==> src/rtl/pc_redirect_ctrl.sv <==
// Turns the EX-stage resolver result into a single PC redirect for fetch,
// flushes younger stages, flags misaligned targets and keeps branch statistics.
module pc_redirect_ctrl (
  input  logic        clk,
  input  logic        rst_n,
  input  logic        ex_valid,
  input  logic        ex_stall,
  input  logic        ex_is_branch,
  input  logic        ex_is_jump,
  input  logic        ex_modify_pc,
  input  logic [31:0] ex_update_pc,
  input  logic        if_stall,
  output logic        redirect_valid,
  output logic [31:0] redirect_pc,
  output logic        flush_if_id,
  output logic        flush_id_ex,
  output logic        misalign_exc,
  output logic [31:0] branch_cnt,
  output logic [31:0] taken_cnt
);

  localparam logic [0:0] IDLE    = 1'b0;
  localparam logic [0:0] PENDING = 1'b1;

  logic [0:0]  state;
  logic [0:0]  state_next;
  logic [31:0] pending_pc;
  logic        fired;
  logic        req;
  logic        mis;
  logic        accepted;
  logic        capture;
  logic        branch_event;

  assign req      = ex_valid & ex_modify_pc & ~fired;
  assign mis      = req & (ex_update_pc[1:0] != 2'b00);
  assign accepted = (state == IDLE) & req;
  assign capture  = accepted & ~mis & if_stall;

  // A decoder never flags both; excluding jumps keeps JAL/JALR out of the stats.
  assign branch_event = ex_valid & ex_is_branch & ~ex_is_jump & ~ex_stall;

  always_comb begin
    redirect_valid = 1'b0;
    redirect_pc    = 32'h0;
    flush_if_id    = 1'b0;
    flush_id_ex    = 1'b0;
    misalign_exc   = 1'b0;
    state_next     = state;
    if (rst_n) begin
      case (state)
        IDLE: begin
          if (req) begin
            flush_if_id = 1'b1;
            flush_id_ex = 1'b1;
            if (mis) begin
              misalign_exc = 1'b1;
            end else if (!if_stall) begin
              redirect_valid = 1'b1;
              redirect_pc    = ex_update_pc;
            end else begin
              state_next = PENDING;
            end
          end
        end
        PENDING: begin
          redirect_valid = 1'b1;
          redirect_pc    = pending_pc;
          flush_if_id    = 1'b1;
          if (!if_stall) state_next = IDLE;
        end
        default: state_next = IDLE;
      endcase
    end
  end

  // fired remembers an already-acted-on request while EX holds the same instruction.
  always_ff @(posedge clk or negedge rst_n) begin
    if (!rst_n) begin
      state      <= IDLE;
      pending_pc <= 32'h0;
      fired      <= 1'b0;
      branch_cnt <= 32'h0;
      taken_cnt  <= 32'h0;
    end else begin
      state <= state_next;
      fired <= ex_stall & (fired | accepted);
      if (capture) pending_pc <= ex_update_pc;
      if (branch_event) begin
        branch_cnt <= branch_cnt + 32'd1;
        if (ex_modify_pc) taken_cnt <= taken_cnt + 32'd1;
      end
    end
  end

endmodule

==> config.mk <==
export PLATFORM = sky130hd
export DESIGN_NAME = pc_redirect_ctrl
export DESIGN_NICKNAME = d
export VERILOG_FILES = /design/src/rtl/pc_redirect_ctrl.sv
export SDC_FILE = /design/constraint.sdc
export NUM_CORES = 1
export LEC_CHECK = 0
export CORE_MARGIN = 2
export CORE_UTILIZATION = 35
export DETAILED_ROUTE_END_ITERATION = 6
export PLACE_DENSITY = 0.64
export SETUP_SLACK_MARGIN = 0.5
export SYNTH_ARGS = -nofsm -noshare
export SYNTH_HDL_FRONTEND = slang
export SYNTH_SLANG_ARGS = --single-unit
==> constraint.sdc <==
create_clock -name clk -period 5.5 [get_ports clk]
set_input_delay 0.55 -clock clk [delete_from_list [all_inputs] [get_ports clk]]
set_output_delay 0.55 -clock clk [all_outputs]
set_load 0.01 [all_outputs]
# ---- After elaboration in Yosys (flattened, before gate mapping)
# Index checks and enable logic that the tools add are counted.
dict set report classes {
  muxes 23
  addsub 2
  reduce_logical 2
  bitwise 16
}
# op count
set op_table {}
lappend op_table {{$mux W32} 4}
lappend op_table {{$add A32 B1 Y32 const B} 2}
lappend op_table {{$pmux W32 S2} 1}
lappend op_table {{$mux W1} 15}
lappend op_table {{$and A1 B1 Y1} 10}
lappend op_table {{$pmux W1 S2} 3}
lappend op_table {{$not A1 Y1} 5}
lappend op_table {{$reduce_and A2 Y1} 1}
lappend op_table {{$reduce_bool A2 Y1} 1}
lappend op_table {{$or A1 B1 Y1} 1}
dict set report totals {
  ff_bits 98
}

# ---- Logic depth before layout (Yosys ltp)
dict set report depth {
  ltp_word 7
  ltp_mapped 6
}

# ---- Worst setup path after synthesis
# Ideal clock, no wire load.
dict set report synth_path {
  path_kind {input -> output}
  from {input ex_update_pc[0]}
  to {output redirect_pc[10]}
  stages 4
  arrival_time_ns 1.628
  setup_slack_ns 3.322
  path_buffers 1
  path_cell_list {nor4_1 -> and3_1 -> clkbuf_1 -> a22o_1}
}
dict set report synth_via {
  elab_chain_cells 6
}
# item line
set synth_rtl {}
lappend synth_rtl {{start, declared} 11} ;# input logic [31:0] ex_update_pc,
lappend synth_rtl {{$reduce_bool A2 Y1} 36} ;# assign mis = req & (ex_update_pc[1:0] != 2'b00);
lappend synth_rtl {{$and A1 B1 Y1} 36}
lappend synth_rtl {{$mux W32} 56} ;# if (mis) begin
lappend synth_rtl {{$mux W32} 53} ;# if (req) begin
lappend synth_rtl {{$pmux W32 S2} 51} ;# case (state)
lappend synth_rtl {{$mux W32} 50} ;# if (rst_n) begin
lappend synth_rtl {{end, declared} 14} ;# output logic [31:0] redirect_pc,
# Every way passes these cells.

# ---- Worst setup path in the final report
dict set report layout_path {
  from {input ex_modify_pc}
  to {output redirect_pc[17]}
}
dict set report layout_via {
  elab_chain_cells 7
}
# item line
set layout_rtl {}
lappend layout_rtl {{start, declared} 10} ;# input logic ex_modify_pc,
lappend layout_rtl {{$and A1 B1 Y1 * (2 in series)} 35} ;# assign req = ex_valid & ex_modify_pc & ~fired;
lappend layout_rtl {{$and A1 B1 Y1} 36}
lappend layout_rtl {{$mux W32} 56}
lappend layout_rtl {{$mux W32 *} 53}
lappend layout_rtl {{$pmux W32 S2 *} 51}
lappend layout_rtl {{$mux W32 *} 50}
# Mark *: on every way between the ends. The rest lies on a longest branch, timed or not.

==> impl_metrics.csv <==
group,metric,value,unit
place,portBuffers,139,
critical_path,slowest_stage,"and3_1",
timing,hold_slack,0.144,ns
clock_network,path_clk_slew,0.07,ns
critical_path,critical_path.max_stage_delay,0.98,ns
routing,drc,0,
timing,max_freq,0.250,GHz
critical_path,cp_common_cell,"clkdlybuf4s50_1",
timing,drv_slew,0,
clock_network,cts_setup_buffers,0,
finish,layout.nets,581,
synthesis,syn-num-nets,444,
synthesis,syn_area_per_cell,11.6,µm²
critical_path,worstPathRequired,4.95,ns
timing,fin_skew,0.00961,ns
pwr,pwr-share-seq,48.9,%
status,status,"finished clean",
clock_network,worstSkewPairLatency,0.34,ns
finish,final_common_cell,"clkdlybuf4s50_1",
floorplan,start_util,35.5,%
synthesis,yosys_register_bits,98,
timing,min_period,4.00,ns
critical_path,r2r_slack,3.50,ns
timing,finalSetupViolCount,0,
timing,rsz0062_at_grt,"no",
critical_path,path_cells,"clkdlybuf4s50_1 -> nand3b_1 -> nor4_1 -> and3_1 -> a22o_1 -> clkdlybuf4s50_1",
pwr,p_int,1360,µW
synthesis,syn-instance-count,402,
clock_network,cts_root_buffer,"clkbuf_16",
routing,postRouteAntennaNets,0,
floorplan,die_w,119,µm
timing,tns,0,ns
critical_path,cp.arrival,3.45,ns
clock_network,htreeDepth,3,
synthesis,synth_area_leader_cell,"dfrtp_1",
place,dp_hpwl,8300,µm
pwr,pwr_density_cell,272,mW/mm²
critical_path,critPathKind,"input port to primary output",
grt,grtUsageTotal,16.6,%
synthesis,syn_area,0.00464,mm²
finish,utilization,49.9,%
routing,wl,11600,µm
synthesis,synth_top_area_share,52.8,%
grt,antenna_found_initial,0,
finish,drive_above_1_share,4.42,%
clock_network,cts_tree,"built",
clock_network,cts_made_buffers,9,
clock_network,ctsResizeCount,0,
flow_run,drv_cap,0,
finish,syn_to_final_growth,40.6,%
pwr,swShare,23.4,%
pwr,max-vdd-ir-drop,0.144,mV
pwr,combPwrFrac,12.8,%
finish,final_cell_mix,"clkdlybuf4s50_1, dfrtp_1, xor2_1, a22o_1, mux2_1",
routing,drt_iter0_drc,120,
pwr,clkPwrFrac,38.3,%
floorplan,core_area,0.0131,mm²
floorplan,die_area,0.0142,mm²
routing,via_count,3617,
grt,grt_pass1_wl,18900,µm
grt,grt_pass1_vias,3612,
timing,final_hold_viol_count,0,
floorplan,top_level_ports,140,
timing,max_slew_margin,22.2,%
critical_path,startpoint_type,"input port",
synthesis,ys_seq_area_share,52.8,%
clock_network,clockBufferDepth,2,
critical_path,crit_fanout,30,
pwr,power.switching,415,µW
timing,tightest_slew,1.17,ns
floorplan,dieHeight,119,µm
routing,avgViaCountPerCell,5.03,
timing,period_share,72.7,%
routing,dr.pass1.iters,4,
finish,n_antenna_cell,0,
clock_network,ctsHoldBuffers,0,
min_path,min_path_type,"input port to asynchronous set/reset pin",
place,gp_congestion,0.845,
routing,routedWlPerCell,16.1,µm
floorplan,num_rows,42,
synthesis,ys_warn_count,0,
clock_network,numClockSinks,98,
synthesis,synthTopCellsByArea,"dfrtp_1, xor2_1, mux2_1",
pwr,p_leak,0.00292,µW
grt,globalRouteOverflowTotal,0,
critical_path,endpoint_kind,"primary output",
grt,grt_max_degree,72,
synthesis,ys_types,31,
-- state kept, by name, indices dropped and copies added, names as in the netlist --
signal,count
state,1
fired,1
taken_cnt,32
branch_cnt,32
pending_pc,32
-- kinds of logic (layout without fill, tap and decap cells) --
family	after synthesis	count (layout)	synth area share [%]
adders and majority gates	2	2	0.539
and+or+nand+nor	150	150	18.9
AOI/OAI and AO/OA	35	35	6.41
muxes	32	32	7.76
xor gates and xnor gates	62	62	11.7
DFF	98	98	52.8
buffers and inverters	23	164	1.91
-- stage by stage --
step | worst slack, ns | cells | power [µW] | instance area [µm²]
floorplan | 3.32 | 402 | 968 | 4640
global placement | 1.61 | 704 | 1100 | 6210
detailed placement | 1.50 | 704 | 1110 | 6210
global route | 1.31 | 719 | 1860 | 6530
CTS | 1.50 | 719 | 1800 | 6530
finish | 1.50 | 719 | 1780 | 6530
-- Yosys cell counts --
cell / count
mux2_2: 4
nor4_1: 16
nor4bb_1: 1
and3_1: 12
nand3b_1: 1
nand2_1: 25
nor4_4: 1
o21a_1: 2
xnor2_1: 19
mux2_1: 28
dfrtp_1: 98
and4bb_1: 1
inv_1: 8
a41o_1: 1
clkbuf_1: 9
nand3_1: 24
a22o_1: 30
and4_1: 11
buf_1: 4
nor2b_1: 1
ha_1: 2
or4_1: 2
nor3_1: 16
xor2_1: 43
nand4_1: 14
buf_2: 2
nor4_2: 2
nor2_1: 16
nand4bb_4: 1
a21oi_1: 2
and2_1: 6
-- path summary, 6_finish.rpt --
kind,start,endpoint,depth (start not counted)
setup reg to reg,taken_cnt[2],taken_cnt[15],4
min in group clk,branch_cnt[31],branch_cnt[31],1
hold reg to reg,branch_cnt[31],branch_cnt[31],1
setup / recovery,ex_modify_pc,redirect_pc[17],6
max in group asynchronous,rst_n,branch_cnt[24],2
hold / removal,rst_n,branch_cnt[13],1
-- layer usage --
layer	GRT usage, %	share of wire [%]
met4	5.28	1.5
met2	25.7	47
met5	0	0
met1	23.6	48
met3	3.21	4.2
-- worst max-delay path: cells and delay by family --
| family | cells | cell delay (ns) |
|---|---|---|
| buffers and inverters | 2 | 1.13 |
| and+or+nand+nor | 3 | 1.48 |
| AOI/OAI and AO/OA | 1 | 0.28 |
-- area by class of cell --
| class | count | area (µm²) |
|---|---|---|
| clock buffers | 13 | 260 |
| flip-flops and latches | 98 | 2450 |
| repair buffers | 141 | 1400 |
| multi-input cells | 281 | 2100 |
| fillers | 1166 | 6560 |
| clock inverters | 2 | 60.1 |
| inverters | 8 | 30.0 |
| well taps | 176 | 220 |
-- power groups by stage --
stage	sequential (µW)	combinational (µW)	clock [µW]
after floorplan	875	93.1	0
after global placement	879	223	0
after detailed placement	883	231	0
after CTS	869	233	695
after global routing	880	254	726
final	868	228	680
Note: power is estimated with default switching activity, not from simulation.
